==> config.mk <==
export PLATFORM = sky130hd
export DESIGN_NAME = score_display_ctrl
export DESIGN_NICKNAME = d
export VERILOG_FILES = /design/src/rtl/score_display_ctrl.sv
export SDC_FILE = /design/constraint.sdc
export NUM_CORES = 1
export LEC_CHECK = 0
export CORE_UTILIZATION = 50
export CTS_CLUSTER_SIZE = 14
export DETAILED_ROUTE_END_ITERATION = 8
export PLACE_DENSITY = 0.75
export RECOVER_POWER = 50
export SYNTH_ARGS = -nofsm -noshare
export SYNTH_HDL_FRONTEND = slang
export SYNTH_SLANG_ARGS = --single-unit
==> constraint.sdc <==
create_clock -name clk -period 2.6 [get_ports clk]
set_input_delay 0.52 -clock clk [delete_from_list [all_inputs] [get_ports clk]]
set_output_delay 0.52 -clock clk [all_outputs]
set_load 0.005 [all_outputs]
==> src/rtl/score_display_ctrl.sv <==
// Score/high-score keeper and transcoder display scheduler (blink + alternate after game over).
// Latency: all outputs registered, one cycle after the input pulse; no backpressure, pulses always accepted.
module score_display_ctrl #(
   parameter int BLINK_HALF = 25_000_000,
   parameter int ALT_HALVES = 4
) (
   input  logic       clk,
   input  logic       rst,
   input  logic       game_start,
   input  logic       food_eaten,
   input  logic       game_over,
   output logic [6:0] disp_val,
   output logic       disp_blank,
   output logic       disp_src,
   output logic [5:0] score,
   output logic [5:0] high_score,
   output logic       new_record,
   output logic [1:0] state
);

   localparam int TW = (BLINK_HALF > 1) ? $clog2(BLINK_HALF) : 1;
   localparam int AW = $clog2(ALT_HALVES + 1);
   localparam logic [TW-1:0] TIMER_LAST = TW'(BLINK_HALF - 1);
   localparam logic [AW-1:0] ALT_LAST   = AW'(ALT_HALVES);

   localparam logic [1:0] ST_IDLE = 2'b00;
   localparam logic [1:0] ST_PLAY = 2'b01;
   localparam logic [1:0] ST_OVER = 2'b10;

   logic [1:0]    state_q, state_d;
   logic [5:0]    score_q, score_d;
   logic [5:0]    high_q, high_d;
   logic          rec_q, rec_d;
   logic          src_q, src_d;
   logic          blank_q, blank_d;
   logic [6:0]    val_q, val_d;
   logic [TW-1:0] timer_q, timer_d;
   logic          phase_q, phase_d;
   logic [AW-1:0] alt_q, alt_d;
   logic [5:0]    score_inc;
   logic [5:0]    final_score;
   logic [AW-1:0] alt_inc;

   always_comb begin
      state_d     = state_q;
      score_d     = score_q;
      high_d      = high_q;
      rec_d       = rec_q;
      src_d       = src_q;
      blank_d     = blank_q;
      timer_d     = timer_q;
      phase_d     = phase_q;
      alt_d       = alt_q;
      score_inc   = (score_q == 6'd63) ? score_q : score_q + 6'd1;
      final_score = food_eaten ? score_inc : score_q;
      alt_inc     = alt_q + AW'(1);

      case (state_q)
         ST_IDLE: begin
            src_d   = 1'b1;
            blank_d = 1'b0;
            timer_d = '0;
            phase_d = 1'b0;
            alt_d   = '0;
            if (game_start) begin
               state_d = ST_PLAY;
               score_d = 6'd0;
               rec_d   = 1'b0;
               src_d   = 1'b0;
            end
         end
         ST_PLAY: begin
            src_d   = 1'b0;
            blank_d = 1'b0;
            if (game_start) begin
               score_d = 6'd0;
            end else if (game_over) begin
               // A point scored on the dying cycle still counts toward the record.
               score_d = final_score;
               if (final_score > high_q) begin
                  high_d = final_score;
                  rec_d  = 1'b1;
               end
               state_d = ST_OVER;
               timer_d = '0;
               phase_d = 1'b0;
               alt_d   = '0;
            end else if (food_eaten) begin
               score_d = score_inc;
            end
         end
         ST_OVER: begin
            if (game_start) begin
               state_d = ST_PLAY;
               score_d = 6'd0;
               rec_d   = 1'b0;
               src_d   = 1'b0;
               blank_d = 1'b0;
               timer_d = '0;
               phase_d = 1'b0;
               alt_d   = '0;
            end else begin
               if (timer_q == TIMER_LAST) begin
                  timer_d = '0;
                  if (alt_inc == ALT_LAST) begin
                     // Each new source starts visible.
                     alt_d   = '0;
                     src_d   = ~src_q;
                     phase_d = 1'b0;
                  end else begin
                     alt_d   = alt_inc;
                     phase_d = ~phase_q;
                  end
               end else begin
                  timer_d = timer_q + TW'(1);
               end
               blank_d = phase_d;
            end
         end
         default: begin
            state_d = ST_IDLE;
            src_d   = 1'b1;
            blank_d = 1'b0;
            timer_d = '0;
            phase_d = 1'b0;
            alt_d   = '0;
         end
      endcase

      val_d = {1'b0, src_d ? high_d : score_d};
   end

   always_ff @(posedge clk) begin
      if (rst) begin
         state_q <= ST_IDLE;
         score_q <= 6'd0;
         high_q  <= 6'd0;
         rec_q   <= 1'b0;
         src_q   <= 1'b1;
         blank_q <= 1'b0;
         val_q   <= 7'd0;
         timer_q <= '0;
         phase_q <= 1'b0;
         alt_q   <= '0;
      end else begin
         state_q <= state_d;
         score_q <= score_d;
         high_q  <= high_d;
         rec_q   <= rec_d;
         src_q   <= src_d;
         blank_q <= blank_d;
         val_q   <= val_d;
         timer_q <= timer_d;
         phase_q <= phase_d;
         alt_q   <= alt_d;
      end
   end

   assign disp_val   = val_q;
   assign disp_blank = blank_q;
   assign disp_src   = src_q;
   assign score      = score_q;
   assign high_score = high_q;
   assign new_record = rec_q;
   assign state      = state_q;

endmodule

Word level (Yosys, flattened, before mapping)

Cells that the tools add are included.
Widths: inputs -> output; s select.

Bitwise logic cells: 3
Add/sub/neg operators: 3
$lt $le $gt $ge: 1
Equal/unequal tests: 10
Multiplexer cells: 41
Reductions and logical operators: 8

Operators with widths:

| cell                  | number |
|---|---|
| $mux 25               | 4 |
| $mux 6                | 9 |
| $pmux 25 s2           | 1 |
| $add 25x1->25 const B | 1 |
| $eq 25x25->1 const B  | 1 |
| $mux 3                | 5 |
| $mux 1                | 13 |
| $pmux 6 s2            | 1 |
| $add 6x1->6 const B   | 1 |
| $eq 6x6->1 const B    | 1 |
| $gt 6x6->1            | 1 |
| $mux 2                | 3 |
| $ne 2x2->1 const B    | 3 |
| $pmux 3 s2            | 1 |
| $reduce_and 3->1      | 2 |
| $reduce_and 5->1      | 1 |
| $pmux 1 s2            | 2 |
| $pmux 2 s2            | 1 |
| $reduce_or 2->1       | 2 |
| $add 3x1->3 const B   | 1 |
| $eq 3x3->1 const B    | 1 |
| $ne 3x3->1 const B    | 1 |
| $not 1->1             | 3 |
| $pmux 1 s3            | 1 |
| other kinds (6)       | 6 |

Output and inout port bits: 24
Word-level logic and storage cells: 77
Register bits: 53

Longest topological paths before layout

Gate-level depths: netlist of run 1.

Word-level depth: 9
Depth in mapped cells: 11
Gate-level depth less buffers: 11

Least setup slack after synthesis of run 1

OpenSTA, ideal clock, no wires.

Path kind: reg-to-reg
Start: reg score_q[0] (netlist: score[0])
End: reg val_q[0] (netlist: disp_val[0])
Period minus slack after synthesis: 2.860 ns
Slack: -0.260 ns
Setup time: 0.072 ns
Stages on the path, launching flop included: 12
Data required time: 2.528 ns
Arrival: 2.787 ns
Path through: dfxtp_1 ha_1 nand2_1 o21ai_0 mux2_2 ha_1 nor2b_1 o21bai_1 a31oi_2 nor2_1 a211oi_1 a2bb2oi_1

Cells in the longest elaborated chain, start to end: 9

RTL lines:

| item                                             | RTL line | RTL |
|---|---|---|
| start, declared                                  | 31       | `logic [5:0] score_q, score_d;` |
| start signal, assigned                           | 147      | `score_q <= score_d;` |
| $add 6x1->6 / $eq 6x6->1 (equally long branches) | 54       | `score_inc = (score_q == 6'd63) ? score_q : score_q + 6'd1;` |
| $mux 6                                           | 54       |  |
| $mux 6                                           | 55, 88   |  |
| $gt 6x6->1                                       | 80       | `if (final_score > high_q) begin` |
| $mux 6                                           | 80       |  |
| $mux 6                                           | 77       | `end else if (game_over) begin` |
| $mux 6                                           | 75       | `if (game_start) begin` |
| $mux 6                                           | 58       | `case (state_q)` |
| $mux 6 *                                         | 130      | `val_d = {1'b0, src_d ? high_d : score_d};` |
| end signal, assigned                             | 152      | `val_q <= val_d;` |
| end, declared                                    | 36       | `logic [6:0] val_q, val_d;` |

Every way passes the cells marked *; elsewhere a longest branch is shown, timed or not.
A chain may end at the register's enable or synchronous reset.

Final worst setup path of run 1

Start: reg score_q[0] (netlist: score[0])
End: reg val_q[1] (netlist: disp_val[1])

Cells in the longest elaborated chain, start to end: 9

RTL lines:

| item                                             | RTL line |
|---|---|
| $add 6x1->6 / $eq 6x6->1 (equally long branches) | 54 |
| $mux 6                                           | 54 |
| $mux 6 *                                         | 55, 88 |
| $gt 6x6->1                                       | 80 |
| $mux 6                                           | 80 |
| $mux 6                                           | 77 |
| $mux 6                                           | 75 |
| $mux 6                                           | 58 |
| $mux 6 *                                         | 130 |

Marks and branches as above.

==> key figures, run 1 <==
Clock network
  • Num CTS Buffers: 5
  • Worst-Skew Late Latency: slightly above 300 ps
  • CTS tree: yes
  • H-tree depth: 2
  • Sink Count: between 50 and 60
  • Clock buffer depth: 2
  • Reg clk slew, reported paths: approximately 90 ps
  • Clk root buf: clkbuf_8

Logic synthesis
  • Synth area leader: dfxtp_1
  • #FFs+latches synth: between 50 and 60
  • Ys flop type: dfxtp_1
  • Synth top cells by count: dfxtp_1 (52), nor2_1 (48), nand2_1 (28), a21oi_1 (16), xor2_1 (14)
  • Asr flop ratio synth: 0%
  • Sequential area share after synthesis: slightly below 40%
  • Cell with the most instances after synthesis: dfxtp_1
  • Top cell type's share of synthesized area: between 30% and 40%
  • Synth warn: 0
  • Number of library cell types mapped by synthesis: 51
  • Post-synth EDFFs: 0
  • Avg Cell Area, Syn: 8.62 µm²
  • Syn_nets: 319
  • Synth top area cells: dfxtp_1 (40%), nor2_1 (6.9%), ha_1 (4.8%)
  • Post-Synthesis Cells: 304
  • Synth Cell Area: roughly 0.0026 mm²

Die
  • Die Footprint: 0.00554 mm²
  • Ports: 29
  • DIE WIDTH: approximately 74 µm
  • Die Y: 74.4 µm
  • Initial Util: between 50% and 60%
  • Core Rows: 25
  • Core area: 0.00488 mm²

Timing
  • Setup TNS: -192 ps
  • Crit path time final: ~2600 ps
  • Final count of negative-setup-slack endpoints: 6
  • Layout Skew: roughly 9.4 ps
  • Slew HR: between 60 and 70%
  • Hold Vio Cnt, Final: 0
  • RSZ-0062 raised after global routing: true
  • Worst Tran Pin Value: between 500 and 600 ps
  • Fmax: ~380 MHz
  • Tcrit/Tclk final: 102%
  • Final Slew Violations: 0
  • Final worst slack: -48.4 ps

Pwr
  • Pleak: 1.28 nW
  • Pwr Density: ~400 mW/mm²
  • Max rail drop VDD: between 300 and 400 µV

GRT
  • Largest net degree at the start of global routing: 22
  • Met1 usage: 35.9%
  • Met3 Use GR: 4.07%
  • Initial antenna violation count: 0
  • First-pass GRT wire length: 10,100 µm
  • GRT overflow: 0
  • Total track usage: a little under a quarter
  • M2 GR Usage: between 30 and 40%
  • Most Crowded Layer GR: met1
  • Vias in the first global route: just over 2k

Run status
  • Failing checks: negative setup slack
  • Status: complete, but fails checks

Placed design
  • Routability congestion estimate: 0.922
  • Pre-CTS setup slack: -581 ps
  • Detailed-placement wirelength estimate: around 4500 µm
  • IO Port Bufs: 27
  • Dpl cells: 416

Routing
  • WL/cell: between 15 and 20 µm
  • Final ANT Viol Nets: 0
  • First DRT Iteration DRCs: 157
  • Remaining DRCs: 0
  • DR pass1 iterations: 4
  • Routed via count: 2,402
  • Via/cell ratio: 5.59
  • Drt total wl: just under 7000 µm

Setup path
  • Max FO, Critical Path: 7
  • Worst setup SP type: flip-flop
  • Setup CP Type: reg2reg
  • Crit end category: flip-flop
  • Critical path arrival: ~2800 ps
  • Reg-to-reg endpoint: disp_val[1]
  • R2R Setup Slk: -50 ps
  • R2R cell count: 11
  • Cell Chain, Critical Path: buf_6 > nand4_1 > nor2_2 > mux2_4 > ha_4 > nand4_1 > o21bai_4 > a31oi_4 > mux2i_1 > nor2_1 > a2bb2oi_1
  • Most frequent CP cell: nand4_1
  • Max incr delay on CP: between 300 and 400 ps
  • Crit-path slowest cell: dfxtp_4
  • Worst EP required: about 2800 ps
  • R2r startpoint: score[0]

Layout
  • Antenna diodes: 0
  • Final nets: around 380
  • Area delta synth->final: 30.3%
  • Post-Route Utilization: 70.0%
  • Non-Filler Instances: between 400 and 500
  • Fraction of layout cells with a size suffix above 1: roughly 20%

Min path
  • Hold Path Origin: phase_q
  • Worst hold path endpoint: phase_q
  • Worst Hold Path Cells: 2
  • Hold Path Class: reg2reg

Run
  • Max Cap Viol: 0
[timing repair]
item                                    4_1_cts  5_1_grt
gates resized for setup                      11       16
endpoints found under the setup margin       12       11
buffers inserted                              4        3
hold buffers                                  0        0
gates cloned                                  0        0
pin swaps                                     9       11
[worst max path at each step]
stage / startpoint / end / slack (ps) / depth (start not counted)
2_1_floorplan: food_eaten / disp_val[0] / 10 / 10
3_3_place_gp: food_eaten / disp_val[0] / -490 / 11
3_5_place_dp: food_eaten / disp_val[0] / -580 / 12
4_1_cts: score[1] / disp_val[1] / 10 / 11
5_1_grt: score[0] / disp_val[1] / -140 / 12
6_report: score[0] / disp_val[1] / -50 / 11
[area by class of cell]
cell class,instances,area [µm²]
fill,389,1460
clock buffer,6,72.6
timing repair buffer,62,547
tap,67,83.8
inverter,9,33.8
sequential,52,1050
clock inverter,1,5.00
multi-input combinational,233,1620
[cell families (layout without fill, tap and decap cells)]
logic type | after synthesis | count (layout) | synth area share (%)
compound gates | 50 | 50 | 13.4
xor+xnor | 24 | 24 | 8.02
fa+ha+maj | 10 | 10 | 4.77
buf+inv | 19 | 78 | 3.10
flops | 52 | 52 | 39.7
mux | 11 | 11 | 4.34
other cells | 1 | 1 | 0.143
simple gates | 137 | 137 | 26.5
[sequential cells by signal, summed over array words and instances (netlist names)]
name        cells
alt_q           3
disp_blank      1
disp_src        1
disp_val        6
high_score      6
new_record      1
phase_q         1
score           6
state           2
timer_q        25
[cells in the final DEF (no fill, tap or decap), types with 4 or more instances in the layout]
master,instances
nand4_1,11
clkdlybuf4s50_1,17
xor2_1,13
nor3_1,7
xnor2_1,10
nand2_1,28
a2bb2oi_1,5
ha_1,7
and3_1,8
clkbuf_8,5
nand3_1,12
buf_4,31
nor2_1,47
a22o_1,4
inv_1,9
buf_6,4
dlygate4sd3_1,9
mux2i_1,8
a21oi_1,14
dfxtp_1,49
o21ai_0,5
[power breakdown]
group	switching, W	total, W	internal [W]
Combinational	0.0000683	0.000126	0.0000580
Sequential	0.00000671	0.000812	0.000805
Clock	0.000256	0.000440	0.000184
Total	0.000331	0.00138	0.00105
[routing by layer]
| layer | part of all wire [%] | vias up | wire length [µm] |
|---|---|---|---|
| met2 | 45 | 70 | 3040 |
| met3 | 5.0 | 8 | 334 |
| li1 | - | 1178 | - |
| met1 | 49 | 1146 | 3290 |
| met5 | 0 | - | 0 |
| met4 | 1.0 | 0 | 68 |
[through the flow]
step | instance area [µm²] | power [W] | hold WS, ps
after floorplan | 2640 | 0.000893 | 447
after global placement | 3150 | 0.000948 | 461
after detailed placement | 3150 | 0.000948 | 471
after CTS | 3310 | 0.00138 | 485
after global routing | 3420 | 0.00142 | 500
final | 3420 | 0.00138 | 485
[worst max-delay path: cells and delay by family, from the launching register on]
family,cells,cell delay [ps]
flops,1,390
simple gates,4,510
buf+inv,1,110
fa+ha+maj,1,270
compound gates,3,690
mux,2,550
Note: power is estimated with default switching activity, not from simulation.
==> inputs of run 2 (changes only) <==
--- a/config.mk
+++ b/config.mk
@@ -5,10 +5,12 @@
 export SDC_FILE = /design/constraint.sdc
 export NUM_CORES = 1
 export LEC_CHECK = 0
-export CORE_UTILIZATION = 50
+export ABC_AREA = 1
+export CORE_MARGIN = 4
+export CORE_UTILIZATION = 52
 export CTS_CLUSTER_SIZE = 14
 export DETAILED_ROUTE_END_ITERATION = 8
-export PLACE_DENSITY = 0.75
+export PLACE_DENSITY = 0.77
 export RECOVER_POWER = 50
 export SYNTH_ARGS = -nofsm -noshare
 export SYNTH_HDL_FRONTEND = slang
==> key figures, run 2 <==
Die
  • Ports: 29
  • Die Y: 83.6 µm
  • Initial Util: 53.6%
  • DIE WIDTH: around 84 µm
  • Core Rows: 27
  • Core area: approximately 0.0055 mm²
  • Die Footprint: between 0.006 and 0.007 mm²

Routing
  • WL/cell: 12.6 µm
  • Remaining DRCs: 0
  • First DRT Iteration DRCs: 81
  • Final ANT Viol Nets: 0
  • Via/cell ratio: between 5 and 6
  • Routed via count: 2,610
  • DR pass1 iterations: 4
  • Drt total wl: 6500 µm

Logic synthesis
  • Syn_nets: around 420
  • Asr flop ratio synth: 0%
  • Cell with the most instances after synthesis: nand2_1
  • Synth top area cells: dfxtp_1 (35%), nand2_1 (9.0%), inv_1 (6.7%)
  • Synth area leader: dfxtp_1
  • Ys flop type: dfxtp_1
  • Synth warn: 0
  • Top cell type's share of synthesized area: approximately a third
  • Post-Synthesis Cells: about 400
  • Largest family of logic cells by synthesized area: simple AND/OR/NAND/NOR gates
  • #FFs+latches synth: between 50 and 60
  • Simple-Gate Fraction of Synth Area: approximately 37%
  • Xor/xnor cell area share of the yosys netlist: between 3 and 4%
  • Post-synth EDFFs: 0
  • Number of library cell types mapped by synthesis: 38
  • Sequential area share after synthesis: 35.0%
  • Adder-Cell Fraction of Synth Area: between 4 and 5%
  • Avg Cell Area, Syn: ~7.4 µm²
  • Post-synthesis mux area share: 0%
  • Synth Cell Area: about 0.0030 mm²
  • Synth Area in Compound Gates: roughly a tenth
  • Synth top cells by count: nand2_1 (71), inv_1 (53), dfxtp_1 (52), nor2_1 (41), nand3_1 (32)

GRT
  • Initial antenna violation count: 0
  • First-pass GRT wire length: about 11,000 µm
  • GRT overflow: 0
  • Vias in the first global route: around 2.6k
  • Largest net degree at the start of global routing: 24
  • Total track usage: 19.2%

Setup path
  • Critical path arrival: about 2600 ps
  • R2R cell count: 16
  • Worst EP required: 2840 ps
  • Worst setup SP type: flip-flop
  • Cell Chain, Critical Path: ha_2 > nand3_1 > nor2_2 > nand3_1 > o21ai_1 > inv_1 > ha_1 > nand2_1 > nor2_2 > o21ai_1 > nand3_1 > nand3_4 > buf_6 > nand2_1 > nand3_1 > a21oi_2
  • Setup CP Type: reg2reg
  • Crit. path cell count: 16
  • Max FO, Critical Path: 5
  • Worst Path Buf+Inv: 2
  • Most frequent CP cell: nand3_1
  • Max incr delay on CP: 350 ps
  • Crit end category: flip-flop
  • Delay-heaviest family, CP: simple AND/OR/NAND/NOR gates
  • Crit-path slowest cell: dfxtp_1

Clock network
  • CTS Hold Bufs: 0
  • Post-CTS resize count: 0
  • Worst-Skew Late Latency: around 300 ps
  • Clock buffer depth: 2
  • Num CTS Buffers: 5
  • Sink Count: 52
  • Setup Buffers After CTS: 0
  • Clk root buf: clkbuf_8
  • H-tree depth: 2
  • CTS tree: yes
  • Reg clk slew, reported paths: 90 ps

Placed design
  • Placement Cell Area: between 0.003 and 0.004 mm²
  • Pre-CTS setup slack: -193 ps
  • Routability congestion estimate: 0.866
  • IO Port Bufs: 27
  • Detailed-placement wirelength estimate: ~5000 µm

Timing
  • Hold Slack: just under 500 ps
  • Fmax: 417 MHz
  • Layout Skew: 10.7 ps
  • Final worst slack: between 200 and 250 ps
  • Tcrit/Tclk final: 92.2%
  • Hold Vio Cnt, Final: 0
  • Final count of negative-setup-slack endpoints: 0
  • Worst Tran Pin Value: ~940 ps
  • Slew HR: 37.3%
  • Final Slew Violations: 0
  • Crit path time final: 2400 ps

Layout
  • Final nets: 460
  • Fraction of layout cells with a size suffix above 1: between 10% and 20%
  • Reg with most FFs: timer_q
  • Max reg flops: 25
  • Area delta synth->final: 18.8%
  • Most common cell after layout, fill and taps aside: nand2_1
  • Post-Route Utilization: between 60 and 70%
  • Design area: around 0.0035 mm²
  • Antenna diodes: 0
  • Fill cells: just under 500
  • Most frequent cells in the layout: nand2_1 (73), inv_1 (54), dfxtp_1 (52)

Run status
  • Status: complete, no violations

Min path
  • Hold Path Class: reg2reg
  • Worst Hold Path Cells: 2

Pwr
  • Pleak: around 1.5 nW
  • Total power: around 0.0015 W
  • Max rail drop VDD: 320 µV
  • Pwr Density: 416 mW/mm²

Run
  • Max Cap Viol: 0
## run 2: changes by cell type after synthesis, sizes merged, moves of 6 or more
cell,delta
nand3,+28
xnor2,-6
inv,+51
a21oi,+13
mux2i,-8
and3,-8
nand2,+54
nor2,+11
## run 2: where the power goes
part | internal, W | total (W) | switching [W]
clock | 0.000217 | 0.000476 | 0.000260
combinational | 0.0000698 | 0.000170 | 0.000100
sequential | 0.000812 | 0.000823 | 0.0000105
total | 0.00110 | 0.00147 | 0.000370
## run 2: metrics by stage
step,setup TNS (ps),instances
CTS,0,518
detailed placement,-1830,510
global route,-2.30,518
finish,0,518
floorplan,0,402
global placement,-1250,510
## run 2: layout make-up
| class | instances | area [µm²] | share of cell area [%] |
|---|---|---|---|
| Tap cell | 72 | 90.1 | 2.55 |
| Timing Repair Buffer | 46 | 427 | 12.1 |
| Inverter | 60 | 225 | 6.38 |
| Clock buffer | 7 | 86.3 | 2.45 |
| Multi-Input combinational cell | 280 | 1650 | 46.8 |
| Sequential cell | 52 | 1040 | 29.5 |
| Clock inverter | 1 | 7.51 | 0.213 |
## run 2: tightest hold or removal path, cell delays in order, from the launching register on
cell and delay (ps):
dfxtp_1 330, nand2_1 60, a21oi_1 60
## run 2: worst paths after layout
check / from / end / slack (ps)
worst min register to register: phase_q / phase_q / 490
worst min-delay path: phase_q / phase_q / 490
worst max register to register: score[1] / disp_val[2] / 200
worst max-delay path: score[1] / disp_val[2] / 200
## run 2: cells by family after synthesis
family          after synthesis
flops                        52
buf+inv                      70
other cells                   1
xor+xnor                     13
simple gates                209
fa+ha+maj                    10
compound gates               47
## run 2: layer usage
metal / up-vias / GRT usage (%) / part of all wire [%]
li1: 1375 / - / -
met1: 1188 / 22.8 / 44
met2: 39 / 34.8 / 51
met3: 8 / 3.46 / 3.0
met4: 0 / 6.14 / 1.5
met5: - / 0 / 0
==> inputs of run 3 (changes only) <==
--- a/config.mk
+++ b/config.mk
@@ -6,11 +6,12 @@
 export NUM_CORES = 1
 export LEC_CHECK = 0
 export ABC_AREA = 1
+export ABC_CLOCK_PERIOD_IN_PS = 2770
 export CORE_MARGIN = 4
-export CORE_UTILIZATION = 52
+export CORE_UTILIZATION = 58
 export CTS_CLUSTER_SIZE = 14
 export DETAILED_ROUTE_END_ITERATION = 8
-export PLACE_DENSITY = 0.77
+export PLACE_DENSITY = 0.81
 export RECOVER_POWER = 50
 export SYNTH_ARGS = -nofsm -noshare
 export SYNTH_HDL_FRONTEND = slang
==> constraint.sdc (replaced) <==
create_clock -name clk -period 2.77 [get_ports clk]
set_input_delay 0.554 -clock clk [delete_from_list [all_inputs] [get_ports clk]]
set_output_delay 0.554 -clock clk [all_outputs]
set_load 0.005 [all_outputs]
==> key figures, run 3 (synthesis gave the netlist of run 2 again) <==
Pwr
  • Max rail drop VDD: ~230 µV
  • Pwr Density: roughly 420 mW/mm²
  • Pleak: approximately 1.4 nW
  • Total power: 0.00146 W

Layout
  • Most common cell after layout, fill and taps aside: nand2_1
  • Antenna diodes: 0
  • Most frequent cells in the layout: nand2_1 (72), inv_1 (53), dfxtp_1 (50)
  • Reg with most FFs: timer_q
  • Fraction of layout cells with a size suffix above 1: ~18%
  • Max reg flops: 25
  • Fill cells: 397
  • Post-Route Utilization: 71.1%
  • Area delta synth->final: 16.1%
  • Final nets: 450

Die
  • Die Y: 79.6 µm
  • DIE WIDTH: slightly below 80 µm
  • Core Rows: 25
  • Initial Util: between 60% and 70%
  • Ports: 29
  • Core area: 0.00485 mm²
  • Die Footprint: around 0.0063 mm²

GRT
  • First-pass GRT wire length: 11,500 µm
  • Vias in the first global route: about 2.6k
  • Initial antenna violation count: 0
  • Largest net degree at the start of global routing: 24
  • GRT overflow: 0
  • Total track usage: approximately 23%

Setup path
  • Critical path arrival: between 2000 and 3000 ps
  • Max FO, Critical Path: 8
  • Critical Path Source: food_eaten
  • Worst EP required: slightly above 3000 ps
  • R2r startpoint: score[0]
  • Crit end category: flip-flop
  • Setup CP Type: in2reg
  • Worst setup SP type: primary input

Clock network
  • Num CTS Buffers: 5
  • Clk root buf: clkbuf_8
  • Reg clk slew, reported paths: 100 ps
  • CTS tree: yes
  • Sink Count: between 50 and 60
  • H-tree depth: 2
  • Worst-Skew Late Latency: ~310 ps
  • CTS Hold Bufs: 0
  • Clock buffer depth: 2

Placed design
  • IO Port Bufs: 27
  • Pre-CTS setup slack: -177 ps
  • Routability congestion estimate: 0.913
  • Detailed-placement wirelength estimate: about 5000 µm

Run status
  • Status: complete, no violations

Run
  • Max Cap Viol: 0

Routing
  • WL/cell: ~13 µm
  • Routed via count: between 2k and 3k
  • Via/cell ratio: roughly 5.3
  • Final ANT Viol Nets: 0
  • Remaining DRCs: 0
  • DR pass1 iterations: 5
  • Drt total wl: ~6700 µm
  • First DRT Iteration DRCs: approximately 150

Timing
  • Final worst slack: roughly 170 ps
  • Worst Tran Pin Value: around 600 ps
  • Crit path time final: about 2600 ps
  • Final Slew Violations: 0
  • Layout Skew: 11.1 ps
  • Hold Slack: roughly 480 ps
  • Slew HR: approximately 59%
  • Fmax: between 300 and 400 MHz
  • Final count of negative-setup-slack endpoints: 0
  • Tcrit/Tclk final: 93.9%
  • Hold Vio Cnt, Final: 0

Min path
  • Hold Path Class: reg2reg
  • Hold Path Origin: new_record
==> run 3: changes by cell type in the layout (fill, tap and decap cells not counted), sizes merged <==
cell,delta
clkdlybuf4s50,+17
buf,-10
dlygate4sd3,-16
dlymetal6s2s,-1
clkbuf,-2
clkinv,+1
bufinv,+1
==> run 3: final cells by class <==
class / count / area (µm²) / share of cell area, %
clock inverters: 3 / 42.5 / 1.23
flip-flops and latches: 52 / 1040 / 30.3
clock buffers: 5 / 68.8 / 1.99
repair buffers: 36 / 338 / 9.79
well taps: 67 / 83.8 / 2.43
multi-input cells: 280 / 1650 / 47.8
inverters: 60 / 225 / 6.53
==> run 3: stage by stage <==
stage | instance area (µm²) | setup TNS [ps] | instances
final | 3450 | 0 | 503
after floorplan | 2970 | 0 | 402
after global placement | 3310 | -56.2 | 494
after detailed placement | 3310 | -1690 | 494
after global routing | 3450 | -26.5 | 503
after CTS | 3420 | 0 | 502
==> run 3: layer usage <==
layer	vias to the layer above	GRT usage, %	part of all wire, %
met2	69	36.6	47
li1	1353	-	-
met4	0	6.87	1.4
met5	-	0	0
met1	1247	31.0	47
met3	10	3.50	5.2
==> run 3: power breakdown <==
part           total (W)  internal (W)  leakage [nW]  switching [W]
Clock           0.000528      0.000268        0.0541       0.000261
Sequential      0.000773      0.000763         0.422      0.0000104
Combinational   0.000157     0.0000635         0.972      0.0000940
Total            0.00146       0.00109          1.45       0.000365
==> run 3: critical path: stages <==
cell and delay, ps:
clkdlybuf4s50_1 480, nand4_1 180, xor2_1 240, nand2_1 130, ha_4 290, nand2_1 50
nor2_1 110, o21ai_0 100, nand3_1 120, nand3_4 130, buf_4 180, a21oi_1 140
nor2_1 60, nor2_1 80
==> run 3: worst paths after layout <==
kind | to | slack [ps] | cells after the start
worst min register to register | new_record | 480 | 2
worst max register to register | disp_val[1] | 280 | 17
worst max-delay path | disp_val[5] | 170 | 14
worst min-delay path | new_record | 480 | 2
==> run 3: what timing repair did <==
item                                    CTS  global route
setup buffers                             0             1
gates resized for setup                   0             6
endpoints found under the setup margin    0            12
